**src/rtl/block_serial_subtractor.sv**
```systemverilog
// block_serial_subtractor: 16-bit a - b - bin computed one 4-bit carry-skip block per cycle,
// with a valid/ready handshake on both sides and a count of skipped blocks.
module block_serial_subtractor (
    input  logic        clk,
    input  logic        rst_n,
    input  logic        in_valid,
    output logic        in_ready,
    input  logic [15:0] a,
    input  logic [15:0] b,
    input  logic        bin,
    output logic        out_valid,
    input  logic        out_ready,
    output logic [15:0] diff,
    output logic        bout,
    output logic [2:0]  skip_cnt
);
    typedef enum logic [1:0] {IDLE, CALC, DONE} state_t;
    state_t      state_q, state_d;
    logic [15:0] a_q, a_d, b_q, b_d, acc_q, acc_d, diff_q, diff_d;
    logic [1:0]  idx_q, idx_d;
    logic [2:0]  skip_q, skip_d, skcnt_q, skcnt_d;
    logic        carry_q, carry_d, bout_q, bout_d;
    logic [3:0]  nb;
    logic [4:0]  sum;
    logic        p, cout;
    always_ff @(posedge clk or negedge rst_n) begin
        if (!rst_n) state_q <= IDLE;
        else        state_q <= state_d;
    end
    always_comb begin
        state_d = state_q;
        if (state_q == IDLE && in_valid)      state_d = CALC;
        else if (state_q == CALC && idx_q == 2'd3) state_d = DONE;
        else if (state_q == DONE && out_ready) state_d = IDLE;
    end
    always_comb begin
        in_ready  = state_q == IDLE;
        out_valid = state_q == DONE;
        diff      = diff_q;
        bout      = bout_q;
        skip_cnt  = skcnt_q;
    end
    // Operands shift right so the active block is always the low nibble.
    assign nb   = ~b_q[3:0];
    assign p    = &(a_q[3:0] ^ nb);
    assign sum  = {1'b0, a_q[3:0]} + {1'b0, nb} + {4'b0, carry_q};
    assign cout = p ? carry_q : sum[4];
    always_comb begin
        a_d     = a_q;
        b_d     = b_q;
        acc_d   = acc_q;
        idx_d   = idx_q;
        skip_d  = skip_q;
        carry_d = carry_q;
        diff_d  = diff_q;
        bout_d  = bout_q;
        skcnt_d = skcnt_q;
        if (state_q == IDLE && in_valid) begin
            a_d     = a;
            b_d     = b;
            carry_d = ~bin;
            acc_d   = '0;
            idx_d   = '0;
            skip_d  = '0;
        end else if (state_q == CALC) begin
            a_d     = a_q >> 4;
            b_d     = b_q >> 4;
            acc_d   = {sum[3:0], acc_q[15:4]};
            idx_d   = idx_q + 2'd1;
            skip_d  = skip_q + {2'b0, p};
            carry_d = cout;
            if (idx_q == 2'd3) begin
                diff_d  = acc_d;
                bout_d  = ~cout;
                skcnt_d = skip_d;
            end
        end
    end
    always_ff @(posedge clk or negedge rst_n) begin
        if (!rst_n) begin
            a_q     <= '0;
            b_q     <= '0;
            acc_q   <= '0;
            idx_q   <= '0;
            skip_q  <= '0;
            carry_q <= 1'b0;
            diff_q  <= '0;
            bout_q  <= 1'b0;
            skcnt_q <= '0;
        end else begin
            a_q     <= a_d;
            b_q     <= b_d;
            acc_q   <= acc_d;
            idx_q   <= idx_d;
            skip_q  <= skip_d;
            carry_q <= carry_d;
            diff_q  <= diff_d;
            bout_q  <= bout_d;
            skcnt_q <= skcnt_d;
        end
    end
endmodule

```
**config.mk**
```make
export PLATFORM = sky130hd
export DESIGN_NAME = block_serial_subtractor
export DESIGN_NICKNAME = d
export VERILOG_FILES = /design/src/rtl/block_serial_subtractor.sv
export SDC_FILE = /design/constraint.sdc
export NUM_CORES = 1
export LEC_CHECK = 0
export CAP_MARGIN = 20
export CORE_MARGIN = 10
export CORE_UTILIZATION = 52
export DETAILED_ROUTE_END_ITERATION = 6
export GPL_ROUTABILITY_DRIVEN = 0
export GPL_TIMING_DRIVEN = 0
export PLACE_DENSITY = 0.82
export SYNTH_ARGS = -nofsm -noshare
export SYNTH_HDL_FRONTEND = slang
export SYNTH_SLANG_ARGS = --single-unit
```
**constraint.sdc**
```tcl
create_clock -name clk -period 2.45 [get_ports clk]
set_input_delay 0.245 -clock clk [delete_from_list [all_inputs] [get_ports clk]]
set_output_delay 0.245 -clock clk [all_outputs]
set_load 0.01 [all_outputs]
```
==> results by stage <==
Synthesis:
- In the synthesized netlist, the number of instances is just over 300.
- The average cell area after synthesis is just over 10 µm².
- Sorting the synthesized cells by how often they occur yields 98 x sky130_fd_sc_hd__nand2_1, 72 x sky130_fd_sc_hd__dfrtp_1, 24 x sky130_fd_sc_hd__a22oi_1.
- The share of synthesized area in the top cell type comes to 0.572.
- The most area-hungry cell type in the Yosys netlist is sky130_fd_sc_hd__dfrtp_1.
- The sequential cell area fraction in the yosys report is 0.572.
- Yosys printed 0 warnings.
- The cell area after synthesis is 3150 µm².
- The number of enable flip-flop cells after synthesis is 0.
- When the netlist entered floorplanning its net count stood at 350.
- The most used flip-flop cell after synthesis is sky130_fd_sc_hd__dfrtp_1.
- Of all flip-flops after synthesis, the portion carrying an async set or reset was 1.00.
- Synthesis instantiated 32 different standard cells from the library.
- The synthesized design contains 72 register bits.
- sky130_fd_sc_hd__nand2_1 is the most common cell in the netlist.
- Ranked by total cell area, the synthesized netlist is headed by sky130_fd_sc_hd__dfrtp_1 57%, sky130_fd_sc_hd__nand2_1 12%, sky130_fd_sc_hd__a22oi_1 5.7%.

STA:
- The final max-slew violation count is 0.
- On the final layout, the worst clock skew is between 0.008 and 0.009 ns.
- Setup repair after global routing left no endpoint under its margin.
- Setup violations remaining at the end of the flow were counted as 0.
- The final count of hold timing violations is 0.
- Headroom to the max-slew limit came out at 0.403.
- The worst-margin pin slew is 0.895 ns.
- The share of the clock period used by the worst path after layout is 0.778.
- The upper clock frequency limit is 525 MHz.
- The final critical path time including I/O delays and setup is 1.91 ns.

Critical path:
- STA classifies the critical path endpoint as a register.
- In this run the critical register-to-register path is captured at skip_cnt[1].
- The reg-to-reg setup timing slack is 0.54 ns.
- The startpoint type of the worst setup path is a register.
- The number of cell instances on the worst register-to-register path is 6.
- For the worst setup path, the data required time is 2.67 ns.
- For the worst setup path, the data arrival time is approximately 2.1 ns.
- Of all nets on the critical path, the largest fanout is 7.
- The worst setup path is of the register to register kind.
- The most critical setup path has its startpoint at a_q[3].
- The startpoint of the most critical register-to-register path is a_q[3].
- In this run the worst setup path terminates at skip_cnt[1].

Place:
- The number of placed instances, taps included, is 437.
- After legalization and detailed placement, the total HPWL measured 5.27 mm.
- The count of buffers added on input and output ports is 58.

CTS:
- Counting every sink on the clock net gives between 70 and 80.
- Buffers inserted to repair hold after CTS numbered 0.
- The insertion delay of the later-clocked pin in the worst-skew pair is 0.34 ns.
- The CTS tree is built.
- The worst-case clock buffer depth is 2.
- Buffers inserted during clock tree synthesis total 9.
- The clock-pin slew of the registers on the worst-case setup and hold paths is 0.07 ns.
- The clock tree root driver cell is sky130_fd_sc_hd__clkbuf_8.
- The number of buffers inserted to repair setup after CTS is 0.
- The number of gates resized after CTS is 0.
- The total number of H-tree levels is 3.

Cells and area:
- The final-layout fill cell count is 472.
- The post-layout net count is about 420.
- The growth of design area from synthesis to finish is 26.9%.
- 0 antenna diodes ended up in the layout.
- The final non-filler cell total is 450.
- Of the cells placed in the final design, the portion with a size suffix greater than 1 is 0.115.

Routing:
- The iteration-0 DRC count of the detailed router is 160.
- After detailed routing, the average wire length per cell comes to 16.2 µm.
- The post-detailed-route count of antenna-violating nets is 0.
- Using the TritonRoute via totals, the vias-per-cell ratio works out to between 5 and 6.
- The number of DRC violations after detailed routing is 0.
- The first detailed-routing pass took 5 iterations.
- The final route contains 2,422 vias.
- The final routed wirelength across all metal layers is 7.28 mm.

Floorplanning:
- The die covers 9570 µm².
- The area inside the core boundary is 5890 µm².
- The floorplan has 28 rows.
- The total I/O pin count is 59.
- In this run the vertical extent of the chip is just under 100 µm.
- For this configuration, the core starts out at a cell density of 0.535.
- The x dimension of the die is 97.8 µm.

Power:
- The portion of total power attributed to combinational logic is 0.419.
- The share of total power dissipated in sequential elements is 0.404.
- The power density over the cells is 1230 nW/µm².
- The internal power summed over all cells is between 3 and 4 mW.
- The switching fraction of total power is 0.365.
- The clock network fraction of design power is 0.178.
- Total power for the finished layout comes to 4.93 mW.
- For this design the total switching power over the nets is around 1.8 mW.
- The standby leakage power is 1.90 nW.
- The worst voltage drop across the vdd grid is 0.000591 V.

Global routing:
- The initial antenna violation count was 0.
- The number of global-route vias before repair is about 2.5k.
- Across every metal layer, demand over resource in global routing totals 0.155.
- The overflow left after global routing is 0.
- The first global-routing pass estimated 12.2 mm of wire.
- Entering global routing, the biggest net connects 73 pins.

Run status:
- The run finished with clean final reports.

Min path:
- In this run the worst hold path is classified as input pin to asynchronous set/reset pin.

Flow run:
- The count of maximum capacitance violations is 0.
critical path, stage by stage (launching register included):
cell and delay, ns:
sky130_fd_sc_hd__dfrtp_1 0.38, sky130_fd_sc_hd__ha_1 0.38, sky130_fd_sc_hd__nand4_1 0.17, sky130_fd_sc_hd__inv_1 0.10, sky130_fd_sc_hd__ha_1 0.19, sky130_fd_sc_hd__ha_1 0.29, sky130_fd_sc_hd__mux2_2 0.27
logic make-up after synthesis:
group,Yosys count,synth area share
AND/OR/NAND/NOR,110,0.142
flip-flops,72,0.572
AO/OA/AOI/OAI,64,0.130
buffers and inverters,29,0.0457
multiplexers,18,0.0636
adder cells (fa/ha/maj),9,0.0405
XOR/XNOR,2,0.00556
flip-flops by register name (all words and copies together), names as in the netlist, named ones only:
register	flops
idx_q	2
skip_cnt	3
a_q	16
bout	1
b_q	16
skip_q	3
state_q	2
diff	16
acc_q	12
layout make-up:
cell class	instances	area (µm²)	share of cell area
Timing Repair Buffer	58	578	0.145
Sequential cell	72	1800	0.451
Tap cell	75	93.8	0.0235
Buffer	19	106	0.0266
Inverter	10	37.5	0.00939
Multi-Input combinational cell	203	1200	0.301
Clock buffer	12	145	0.0363
Clock inverter	1	30.0	0.00751
placed cells by master (no fill, tap or decap), types with 2 or more instances in the layout:
cell type / n
sky130_fd_sc_hd__inv_1: 10
sky130_fd_sc_hd__buf_4: 6
sky130_fd_sc_hd__a21o_1: 2
sky130_fd_sc_hd__mux2i_1: 2
sky130_fd_sc_hd__mux2_1: 5
sky130_fd_sc_hd__a21oi_1: 3
sky130_fd_sc_hd__nand4_1: 3
sky130_fd_sc_hd__o21ai_0: 12
sky130_fd_sc_hd__a211o_1: 2
sky130_fd_sc_hd__clkbuf_8: 10
sky130_fd_sc_hd__o21ai_1: 15
sky130_fd_sc_hd__buf_2: 12
sky130_fd_sc_hd__clkdlybuf4s50_1: 57
sky130_fd_sc_hd__clkbuf_1: 3
sky130_fd_sc_hd__mux2_2: 11
sky130_fd_sc_hd__nand2_1: 98
sky130_fd_sc_hd__nor2_1: 2
sky130_fd_sc_hd__ha_1: 7
sky130_fd_sc_hd__a22oi_1: 24
sky130_fd_sc_hd__dfrtp_1: 72
sky130_fd_sc_hd__nand3b_1: 2
sky130_fd_sc_hd__xnor2_1: 2
sky130_fd_sc_hd__fa_1: 2
sky130_fd_sc_hd__o22ai_1: 2
per-stage QoR:
step	TNS, ns	utilization	instance area, µm²	setup slack, ns	hold slack [ns]
floorplan	0	-	3150	0.719	-0.0506
global placement	-88.70	0.650	3820	-1.24	0.458
detailed placement	0	0.649	3820	0.559	0.430
CTS	0	0.679	4000	0.552	0.0571
global route	0	0.679	4000	0.381	0.0930
finish	0	0.679	4000	0.545	0.00820
routing by layer:
layer	share of wire	track usage
met1	0.43	0.187
met2	0.49	0.251
met5	0	0
met3	0.066	0.0472
met4	0.016	0.0671
power groups by stage:
stage | combinational [mW] | clock (mW) | sequential [mW]
floorplan | 1.25 | 0 | 2.00
global placement | 2.01 | 0 | 1.99
detailed placement | 2.08 | 0 | 2.01
CTS | 2.09 | 0.896 | 1.99
global route | 2.32 | 0.945 | 2.05
finish | 2.06 | 0.876 | 1.99
worst min-delay path by stage:
| stage | startpoint | to | cells past startpoint |
|---|---|---|---|
| global placement | b_q[5] | b_q[5] | 2 |
| finish | rst_n | diff[11] | 1 |
| floorplan | rst_n | asynchronous set/reset pin | 0 |
| global route | rst_n | diff[11] | 1 |
| detailed placement | rst_n | a_q[14] | 1 |
| CTS | rst_n | skip_q[1] | 1 |
(Power assumes the default switching activity.)
